<file path="src/rtl/gray_pkg.sv">
// Shared definitions for the Gray-code blocks: the default word width and
// the state encoding of the serial decoder.
package gray_pkg;

  localparam int GRAY_WIDTH = 8;

  typedef enum logic [1:0] {
    IDLE   = 2'd0,
    DECODE = 2'd1,
    DONE   = 2'd2
  } state_e;

endpackage

</file>
<file path="src/rtl/gray_to_binary_serial.sv">
// Serial Gray-to-binary decoder. It accepts one Gray word, resolves one bit
// per clock from MSB to LSB, and holds the result until it is consumed.
module gray_to_binary_serial
  import gray_pkg::*;
#(
  parameter int WIDTH = GRAY_WIDTH
) (
  input  logic             clk,
  input  logic             rst,
  input  logic             in_valid,
  output logic             in_ready,
  input  logic [WIDTH-1:0] gray,
  output logic             out_valid,
  input  logic             out_ready,
  output logic [WIDTH-1:0] binary,
  output logic             busy
);

  localparam int IDX_W = $clog2(WIDTH);

  state_e             state_q, state_d;
  logic [WIDTH-1:0]   g_q, g_d;
  logic [WIDTH-1:0]   res_q, res_d;
  logic [IDX_W-1:0]   idx_q, idx_d;
  // acc_q carries res[idx+1], the previously resolved bit (0 above the MSB).
  logic               acc_q, acc_d;
  logic               bit_d;

  // NOTE: every signal assigned in always_comb gets its default first, so no path leaves it unassigned and no latch is inferred.
  always_comb begin
    state_d = state_q;
    g_d     = g_q;
    res_d   = res_q;
    idx_d   = idx_q;
    acc_d   = acc_q;
    bit_d   = g_q[idx_q] ^ acc_q;

    unique case (state_q)
      IDLE: begin
        if (in_valid) begin
          g_d     = gray;
          res_d   = '0;
          idx_d   = IDX_W'(WIDTH - 1);
          acc_d   = 1'b0;
          state_d = DECODE;
        end
      end
      DECODE: begin
        res_d[idx_q] = bit_d;
        acc_d        = bit_d;
        if (idx_q == '0) begin
          state_d = DONE;
        end else begin
          idx_d = idx_q - 1'b1;
        end
      end
      DONE: begin
        if (out_ready) begin
          state_d = IDLE;
        end
      end
      default: state_d = IDLE;
    endcase
  end

  // NOTE: registers use non-blocking assignments so every flop samples the pre-edge values computed above.
  always_ff @(posedge clk) begin
    if (rst) begin
      state_q <= IDLE;
      g_q     <= '0;
      res_q   <= '0;
      idx_q   <= '0;
      acc_q   <= 1'b0;
    end else begin
      state_q <= state_d;
      g_q     <= g_d;
      res_q   <= res_d;
      idx_q   <= idx_d;
      acc_q   <= acc_d;
    end
  end

  assign in_ready  = (state_q == IDLE);
  assign out_valid = (state_q == DONE);
  assign busy      = (state_q != IDLE);
  assign binary    = res_q;

endmodule

</file>
<file path="config.mk">
export PLATFORM = sky130hd
export DESIGN_NAME = gray_to_binary_serial
export DESIGN_NICKNAME = d
export VERILOG_FILES = /design/src/rtl/gray_pkg.sv /design/src/rtl/gray_to_binary_serial.sv
export SDC_FILE = /design/constraint.sdc
export NUM_CORES = 1
export LEC_CHECK = 0
export ABC_AREA = 1
export CORE_UTILIZATION = 56
export CTS_BUF_LIST = sky130_fd_sc_hd__clkbuf_2 sky130_fd_sc_hd__clkbuf_4 sky130_fd_sc_hd__clkbuf_8
export DETAILED_ROUTE_END_ITERATION = 6
export GPL_TIMING_DRIVEN = 0
export PLACE_DENSITY = 0.86
export SYNTH_ARGS = -nofsm -noshare
export SYNTH_HDL_FRONTEND = slang
export SYNTH_SLANG_ARGS = --single-unit
</file>
<file path="constraint.sdc">
create_clock -name clk -period 2.94 [get_ports clk]
set_input_delay 0.588 -clock clk [delete_from_list [all_inputs] [get_ports clk]]
set_output_delay 0.588 -clock clk [all_outputs]
set_load 0.02 [all_outputs]
</file>
==> results.sh <==
export IMPL_clkSinkCount=22
export IMPL_clk_latency_ns=0.32
export IMPL_yosysWarnings=0
export IMPL_drt_total_wl_um=2359
export IMPL_drive_gt1_share_pct=10.00
export IMPL_fmax_mhz=488.2
export IMPL_first_global_vias=887
export IMPL_min_from="g_q[7]"
export IMPL_post_route_period_util_pct=69.67
export IMPL_fin_skew_ns=0.004333
export IMPL_end_kind="output port"
export IMPL_multi_input_area_sq_um=534.3
export IMPL_drt_iter0_drc=41
export IMPL_synthesis_instances=154
export IMPL_syn_num_nets=168
export IMPL_path_max_fanout=2
export IMPL_outcome="completed"
export IMPL_hold_path_class="reg -> reg"
export IMPL_dr_pass1_iters=5
export IMPL_stdcell_count=205
export IMPL_fill_cells=140
export IMPL_syn_avg_cell_area_sq_um=7.166
export IMPL_p_int_uw=538.5
export IMPL_relSlewSlack_pct=72.66
export IMPL_path_buf_inv=2
export IMPL_layout_common_cells="nor2_1 (23), dfxtp_1 (22), clkdlybuf4s50_1 (22)"
export IMPL_ant_nets=0
export IMPL_hold_ws_ns=0.4611
export IMPL_num_io_pins=23
export IMPL_overflow=0
export IMPL_p_seq_share_pct=42.4
export IMPL_antenna_found_initial=0
export IMPL_cp_top_family="buffers and inverters"
export IMPL_post_cts_resized=0
export IMPL_syn_area_sq_um=1104
export IMPL_regArea_sq_um=440.4
export IMPL_nNetsFinal=195
export IMPL_n_antenna_cell=0
export IMPL_wl_per_cell_um=11.51
export IMPL_netSwitchingFraction_pct=31.22
export IMPL_r2r_cells=8
export IMPL_postCtsSetupBuffers=0
export IMPL_coreArea_sq_um=1783
export IMPL_die_area_sq_um=2152
export IMPL_critPathArrivalTime_ns=1.46
export IMPL_ys_seq_elements=22
export IMPL_clk_pin_slew_worst_paths_ns=0.13
export IMPL_grt_first_pass_wirelength_um=3781
export IMPL_crit_type="reg -> out"
export IMPL_post_route_drc_count=0
export IMPL_setup_tns_ns=0
export IMPL_die_h_um=46.39
export IMPL_p_leak_nw=0.5626
export IMPL_max_cap_viol_count=0
export IMPL_worst_pin_slew_ns=0.4102
export IMPL_cts_hold_buf=0
export IMPL_r2r_start="idx_q[0]"
export IMPL_fin_crit_ns=2.048
export IMPL_yosys_cell_types_count=20
export IMPL_layout_commonest_cell="nor2_1"
export IMPL_final_hold_viol_count=0
export IMPL_die_w_um=46.39
export IMPL_power_density_nw_per_um2=556.2
export IMPL_rows=15
export IMPL_root_buffer="clkbuf_4"
export IMPL_gp_congestion=0.8364
export IMPL_slowest_stage="clkdlybuf4s50_1"
export IMPL_grt_usage_pct=25.04
export IMPL_worstPathRequired_ns=2.35
export IMPL_h_tree_depth=1
export IMPL_cts_path_max_buffers=2
export IMPL_cp_depth=3
export IMPL_setup_ws_ns=0.8917
export IMPL_rsz0062_at_grt="false"
export IMPL_slowest_delay_ns=0.62
export IMPL_p_clk_share_pct=30.3
export IMPL_maxSlewViolCount=0
export IMPL_r2r_end="idx_q[1]"
export IMPL_reg2reg_slack_ns=1.21
export IMPL_placement_io_buffers=22
export IMPL_grt_max_degree=14
export IMPL_initial_core_util_pct=61.89
export IMPL_vdd_drop_max_uv=492.6
export IMPL_drt_vias_per_instance=5.380
export IMPL_pwr_share_comb_pct=27.3
export IMPL_dpl_hpwl_um=1682
export IMPL_cts_tree="built"
export IMPL_cp_cell_sequence="inv_1 > nor2_1 > clkdlybuf4s50_1"
export IMPL_dpl_worst_slack_ns=1.103
export IMPL_dp_cells=201
export IMPL_numCtsBuffers=3
export IMPL_crit_start="state_q[1]"
export IMPL_start_kind="register"
export IMPL_syn2layout_area_growth_pct=27.55
export IMPL_setup_worst_path_end="out_valid"
export IMPL_switchingPower_uw=244.4
export IMPL_setup_viol=0
export IMPL_num_vias=1103
export IMPL_synth_seq_area_share_pct=39.91
## worst reg2reg max path: stages, from the launching register on
cell and delay (ns):
dfxtp_1 0.34, buf_6 0.14, inv_4 0.05, buf_12 0.13, ha_1 0.22, a21oi_1 0.34
o21ai_0 0.17, o21ai_0 0.20, inv_1 0.05
## routing by layer
layer  vias up  share of wire (%)  global-route usage [%]  wire length [um]
met3         7                4.9                   4.706               115
met2        42                 49                   40.28              1160
met1       500                 44                   31.58              1039
li1        554                  -                       -                 -
met4         0                1.9                   12.35                44
met5         -                  0                       0                 0
## layout make-up
cell class,count,share of cell area [%]
clock buffers,3,1.600
well taps,25,2.222
flip-flops and latches,22,31.29
plain buffers,6,3.378
inverters,21,5.778
clock inverters,1,2.133
multi-input cells,105,37.96
repair buffers,22,15.64
## logic make-up after synthesis
family          Yosys count  synth area share, %
buf+inv                  27                11.68
simple gates             69                29.48
fa+ha+maj                 2                2.267
flops                    22                39.91
compound gates           34                16.67
## power groups by stage
stage / combinational [mW] / clock, mW / sequential, mW
finish: 0.213 / 0.237 / 0.332
global route: 0.236 / 0.248 / 0.335
CTS: 0.212 / 0.239 / 0.332
detailed placement: 0.208 / 0 / 0.339
global placement: 0.203 / 0 / 0.338
floorplan: 0.148 / 0 / 0.339
## metrics by stage
step	instance area (sq um)	total power [mW]	util (%)
finish	1408	0.7828	78.95
global route	1408	0.8193	78.95
CTS	1408	0.7830	78.95
detailed placement	1355	0.5469	76.00
global placement	1355	0.5409	76.00
floorplan	1104	0.4866	-
## worst min path at each step
stage,endpoint,slack [ns],cells past startpoint
global placement,g_q[7],0.44,2
floorplan,g_q[1],0.43,2
global route,g_q[7],0.48,2
detailed placement,g_q[7],0.44,2
finish,g_q[7],0.46,2
CTS,g_q[7],0.46,2
## cells in the mapped netlist (all sizes together)
library cell | number | share of area (%)
a21oi | 20 | 9.1
buf | 3 | 3.3
nand2 | 26 | 10
ha | 2 | 2.3
clkbuf | 3 | 1.0
nor2 | 23 | 7.8
nand3b | 1 | 1.0
nand3 | 11 | 5.9
clkinv | 1 | 0.34
inv | 20 | 7.0
dfxtp | 22 | 40
o21bai | 1 | 0.68
nand4 | 8 | 4.5
o21ai | 13 | 6.9
## sequential cells by signal, indices dropped and copies added (netlist names)
name / count
binary: 8
g_q: 8
idx_q: 3
state_q: 2
acc_q: 1
No activity file was read; power rests on OpenSTA's default activity.
